[src/rtl/toggle_gate_bank.sv]
// toggle_gate_bank
//   A bank of independent push-button switch channels. Each channel
//   synchronises and debounces an active-low button, turns accepted presses
//   into a switch State (toggle or momentary), and gates its data lane with
//   that State.
//
// Ports
//   CLK      in   single clock, rising edge
//   Reset    in   synchronous, active-high reset
//   On_Off   in   [CHANNELS]         raw async buttons, 0 = pressed
//   Clear    in   [CHANNELS]         per-channel synchronous clear, active low
//   Mode     in   [CHANNELS]         0 = toggle, 1 = momentary
//   IN       in   [CHANNELS*DATA_W]  channel data, lane i at [i*DATA_W +: DATA_W]
//   OUT      out  [CHANNELS*DATA_W]  IN lane when State[i] = 1, else zero
//   State    out  [CHANNELS]         switch state, 1 = ON
//   Toggled  out  [CHANNELS]         one-cycle pulse after a press-driven State change
module toggle_gate_bank #(
  parameter int CHANNELS = 4,
  parameter int DATA_W   = 8,
  parameter int DEBOUNCE = 16
) (
  input  logic                       CLK,
  input  logic                       Reset,
  input  logic [CHANNELS-1:0]        On_Off,
  input  logic [CHANNELS-1:0]        Clear,
  input  logic [CHANNELS-1:0]        Mode,
  input  logic [CHANNELS*DATA_W-1:0] IN,
  output logic [CHANNELS*DATA_W-1:0] OUT,
  output logic [CHANNELS-1:0]        State,
  output logic [CHANNELS-1:0]        Toggled
);

  localparam int CNT_W = $clog2(DEBOUNCE);
  localparam logic [CNT_W-1:0] CNT_MAX = CNT_W'(DEBOUNCE - 1);

  genvar gi;
  generate
    for (gi = 0; gi < CHANNELS; gi++) begin : g_ch
      logic             s1_q, s1_d;
      logic             s2_q, s2_d;
      logic             deb_q, deb_d;
      logic             deb_prev_q, deb_prev_d;
      logic [CNT_W-1:0] cnt_q, cnt_d;
      logic             state_q, state_d;
      logic             toggled_q, toggled_d;
      logic             press;

      always_comb begin
        s1_d      = On_Off[gi];
        s2_d      = s1_q;
        deb_d     = deb_q;
        cnt_d     = '0;
        state_d   = state_q;
        toggled_d = 1'b0;

        // Debounce: count consecutive cycles that disagree with the accepted
        // level; any agreeing cycle restarts the count from zero.
        if (s2_q != deb_q) begin
          if (cnt_q == CNT_MAX) begin
            deb_d = s2_q;
          end else begin
            cnt_d = cnt_q + 1'b1;
          end
        end

        // Press = debounced falling edge, seen the cycle after deb falls.
        press = deb_prev_q & ~deb_q;

        // While cleared, keep deb_prev in step with the next deb so a press
        // accepted during Clear leaves no pending edge behind (discarded,
        // not deferred).
        deb_prev_d = Clear[gi] ? deb_q : deb_d;

        if (!Clear[gi]) begin
          state_d = 1'b0;
        end else if (Mode[gi]) begin
          state_d   = ~deb_q;
          toggled_d = (state_d != state_q);
        end else if (press) begin
          state_d   = ~state_q;
          toggled_d = 1'b1;
        end
      end

      always_ff @(posedge CLK) begin
        if (Reset) begin
          s1_q       <= 1'b1;
          s2_q       <= 1'b1;
          deb_q      <= 1'b1;
          deb_prev_q <= 1'b1;
          cnt_q      <= '0;
          state_q    <= 1'b0;
          toggled_q  <= 1'b0;
        end else begin
          s1_q       <= s1_d;
          s2_q       <= s2_d;
          deb_q      <= deb_d;
          deb_prev_q <= deb_prev_d;
          cnt_q      <= cnt_d;
          state_q    <= state_d;
          toggled_q  <= toggled_d;
        end
      end

      assign State[gi]                   = state_q;
      assign Toggled[gi]                 = toggled_q;
      assign OUT[gi*DATA_W +: DATA_W]    = state_q ? IN[gi*DATA_W +: DATA_W] : '0;
    end
  endgenerate

endmodule

[config.mk]
export PLATFORM = sky130hd
export DESIGN_NAME = toggle_gate_bank
export DESIGN_NICKNAME = d
export VERILOG_FILES = /design/src/rtl/toggle_gate_bank.sv
export SDC_FILE = /design/constraint.sdc
export NUM_CORES = 1
export LEC_CHECK = 0
export CAP_MARGIN = 15
export CORE_ASPECT_RATIO = 0.8
export CORE_MARGIN = 3
export CORE_UTILIZATION = 42
export CTS_CLUSTER_DIAMETER = 60
export DETAILED_ROUTE_END_ITERATION = 7
export PLACE_DENSITY_LB_ADDON = 0.3
export SETUP_SLACK_MARGIN = 0.2
export SLEW_MARGIN = 5
export SYNTH_ARGS = -nofsm -noshare
export SYNTH_HDL_FRONTEND = slang
export SYNTH_SLANG_ARGS = --single-unit
[constraint.sdc]
create_clock -name CLK -period 1.4 [get_ports CLK]
set_input_delay 0.14 -clock CLK [delete_from_list [all_inputs] [get_ports CLK]]
set_output_delay 0.14 -clock CLK [all_outputs]
set_load 0.1 [all_outputs]
-- Word-level counts from Yosys, hierarchy flattened
Cells that the tools add are included.
- add/sub/neg operators: 4
- eq/ne operators: 12
- multiplexer cells: 32
- bitwise gates (word level): 20
- reduce and logical (&&, ||, !) cells: 12
- operators by type and width (kind ; count):
    $mux W8 ; 4
    $mux W1 ; 28
    $add A4 B1 Y4 const B ; 4
    $eq A4 B4 Y1 const B ; 4
    $not A1 Y1 ; 16
    $reduce_or A3 Y1 ; 4
    $ne A1 B1 Y1 ; 8
    $reduce_bool A2 Y1 ; 4
    $reduce_or A2 Y1 ; 4
    $and A1 B1 Y1 ; 4
- register bits after elaboration: 40
- word-level logic and storage cells: 108

-- Depth between registers and ports, before layout
- depth after elaboration: 4
- mapped depth: 4
- depth with buffers taken out: 4

-- Least setup slack after synthesis
OpenSTA, ideal clock, no wires.
- kind: register -> output
- start: register g_ch[0].state_q
- end: output OUT[0]
- arrival time: 1243 ps
- path slack: 17 ps
- stages on the path, launching flop included: 3
- buffers on the path: 1
- cells stage by stage: dfxtp_1 -> buf_2 -> and2_1
- longest elaborated chain between the ends: 1
- ends and longest elaborated chain (what ; line ; source):
    from (decl) ; 44 ; logic state_q, state_d;
    from (signal assigned) ; 100 ; state_q <= state_d;
    $mux W8 ; 107 ; assign OUT[gi*DATA_W +: DATA_W] = state_q ? IN[gi*DATA_W +: DATA_W] : '0;
    to (decl) ; 28 ; output logic [CHANNELS*DATA_W-1:0] OUT,
Every way passes these cells.

-- Final worst setup path
- start: register g_ch[0].state_q
- end: output OUT[3]
Same word-level chain as after synthesis.

==> results.md <==
- Buffer cell driving the clock tree root: clkbuf_8
- Total instance count after detailed placement: 335
- Fraction of the mapped netlist area in compound gates: 0.0830
- Final Hold Vio Count: 0
- Register clock-pin slew on the reported worst setup and hold paths: 80 ps
- Port buffer count: 85
- Reg2reg path depth: 3
- Worst slew slack as a fraction of its limit: 0.787
- Total Neg Setup Slack: 0 ps
- Leading post-synthesis cells by cell area: dfxtp_1 (40%), and2_1 (10%), nand2b_1 (5.0%)
- Number of buffers added by the clock tree synthesis step: 5
- Total number of vias: 1632
- Netlist area before placement: 1990 um2
- Final period util: 0.881
- Highest cell delay on the worst timing path: 370 ps
- Unrepaired setup endpoints after global routing: yes
- Simple-gate share of the synthesized area: 0.300
- Worst-path maximum fanout: 7
- Register bit total from synthesis: 40
- Most used standard cells in the synthesized netlist: dfxtp_1 (40), and2_1 (32), nor2_1 (19)
- PnR Total Power: 0.00237 W
- Die extent in y: 67.6 um
- Global router's overall resource usage: 0.163
- FF-to-FF setup slack: 240 ps
- Top Ports: 86
- Horiz. Die Dim: 82.9 um
- # setup viols final: 0
- First-pass DRT Iterations: 4
- Power Dens Cells: 682 nW/um2
- Post-route minimum period: 1230 ps
- H-tree lvl count: 2
- Max Freq: 811 MHz
- Final Worst Setup Slack: 167 ps
- Antenna violations before repair: 0
- Number of global-route vias before repair: 1508
- Final ANT Viol Nets: 0
- Actual slew at the worst max-slew pin: 319 ps
- Routability congestion estimate from global placement: 0.704
- Cell row count: 21
- Worst reg2reg endpoint: g_ch[1].deb_prev_q
- Max-slew violation count: 0
- Library cell contributing the largest single delay on the critical path: dfxtp_4
- Antenna Cells: 0
- DR vias/cell: 4.64
- Category of the critical setup timing path: reg -> out
- Critical Path Sink Type: output port
- Leakage power total: 1.38 nW
- Portion of netlist area occupied by mux cells: 0.0403
- Kind of start point of the critical path: register
- Sink of the worst hold path: g_ch[0].s1_q
- Final routed wire length divided by cell count: 13.9 um
- Hold path cells: 2
- Worst Clk Skew: 8.79 ps
- Dpl hpwl: 3520 um
- Ys Warns: 0
- Cell with the most instances after synthesis: dfxtp_1
- Register area share after synthesis: 0.403
- Count of cell types in the netlist: 26
- Placement Setup Slack: 104 ps
- Hold Startpoint: On_Off[0]
- Mapped Avg Cell Area: 9.43 um2
- DRC Markers: 0
- Xor and xnor area share after synthesis: 0.0679
- CTS tree: yes
- Number of standard cells in the final layout excluding fillers: 352
- Final global-route overflow total: 0
- Async set-or-reset flop fraction in the synthesized netlist: 0
- Main flop type after synthesis: dfxtp_1
- Buffer levels on the longest clock path: 2
- Fill cell total of the finished layout: 265
- Clock sink count: 40
- Max cap viols: 0
- Area fraction of the dominant cell type after synthesis: 0.403
- Effective utilization at floorplan: 0.456
- Cell repeated most along the worst path: buf_12
- Run status: completed
- Syn Nets: 261
- Initial drt markers: 61
- Worst-Skew Late Latency: 300 ps
- Number of enable-type register cells in the synthesized netlist: 0
- Critical Path, Cell by Cell: buf_12, and2_4, buf_12
- DRT Wirelength: 4910 um
- Area added between synthesis and finish: 74.8%
- Core Box Area: 4360 um2
- Hold WC Path Type: in -> reg
- Required arrival time at the worst endpoint: 1260 ps
- Cells after Synth: 211
- Die ar.: 5600 um2
- Largest family of logic cells by synthesized area: simple AND/OR/NAND/NOR gates
- Peak VDD IR: 0.523 mV
- Launch point of the worst reg-to-reg path: g_ch[1].cnt_q[0]
- # nets final: 344
- Library cell with the largest summed area after synthesis: dfxtp_1
- Data arrival time of the worst path: 1090 ps
- Global-route wire length before repair: 7180 um
- Maximum number of pins on one net before global-route repair: 30
- Share of post-route cells with drive strength above 1: 0.383
- Fraction of the mapped netlist area in adder cells: 0.0252
[final cells by class]
type,instances,area (um2),share of cell area
inverter,4,15.0,0.00432
multi-input combinational,148,1090,0.314
tap,57,71.3,0.0205
sequential,40,817,0.235
clock buffer,7,96.3,0.0277
timing repair buffer,95,1360,0.390
clock inverter,1,30.0,0.00864
[worst max-delay path by stage]
| stage | startpoint | to | depth (start not counted) |
|---|---|---|---|
| after global placement | Reset | g_ch[3].deb_prev_q | 3 |
| final | g_ch[0].state_q | OUT[3] | 3 |
| after detailed placement | Reset | g_ch[3].deb_prev_q | 3 |
| after global routing | g_ch[0].state_q | OUT[3] | 3 |
| after floorplan | g_ch[0].state_q | OUT[0] | 2 |
| after CTS | g_ch[3].state_q | OUT[31] | 2 |
[cell usage in the layout, fill, tap and decap left out, drive strengths merged]
cell type      count
buf               50
clkdlybuf4s50     45
dfxtp             40
and2              32
nor2              19
nand2b            16
nand3             12
xor2               9
mux2i              8
a21oi              8
or2                8
clkbuf             7
nand3b             4
inv                4
o21ai              4
o41a               4
nor2b              4
o21bai             4
nand2              4
a21o               4
ha                 4
xnor2              3
and3b              1
bufinv             1
[logic make-up (layout without fill, tap and decap cells)]
kind of cell,count (synthesis),in the layout
AOI/OAI and AO/OA,24,24
buffers and inverters,23,107
xor gates and xnor gates,12,12
and+or+nand+nor,100,100
DFF,40,40
adders and majority gates,4,4
muxes,8,8
[where the power goes]
part,switching (W),internal (W),leakage (nW)
combinational,0.0000535,0.000139,0.990
sequential,0.00000948,0.00114,0.328
clock,0.000397,0.000629,0.0645
total,0.000460,0.00191,1.38
[routing by layer]
| metal | track usage | routed length, um |
|---|---|---|
| met5 | 0 | 0 |
| met4 | 0.0429 | 36 |
| met3 | 0.0561 | 135 |
| met2 | 0.287 | 2730 |
| met1 | 0.193 | 2000 |
[sequential cells by signal, summed over array words and instances, names as in the netlist]
signal	count
g_ch.s1_q	4
g_ch.deb_q	4
g_ch.deb_prev_q	4
g_ch.cnt_q	16
g_ch.toggled_q	4
g_ch.s2_q	4
g_ch.state_q	4
[worst max-delay path: cells and delay by family (launching register included)]
family                 cells  cell delay [ps]
flip-flops                 1              370
AND/OR/NAND/NOR            1              150
buffers and inverters      2              280
[metrics by stage]
stage,instance area [um2],hold slack (ps),utilization
finish,3480,393,0.797
CTS,3390,395,0.777
global route,3480,383,0.797
detailed placement,3230,389,0.740
floorplan,2030,237,-
global placement,3230,386,0.740
[what timing repair did]
action / 4_1_cts / 5_1_grt
hold buffers: 0 / 0
resized for setup: 8 / 16
setup endpoints to repair: 36 / 29
setup buffers: 3 / 6
gates cloned: 0 / 0
No activity file was read; power rests on OpenSTA's default activity.
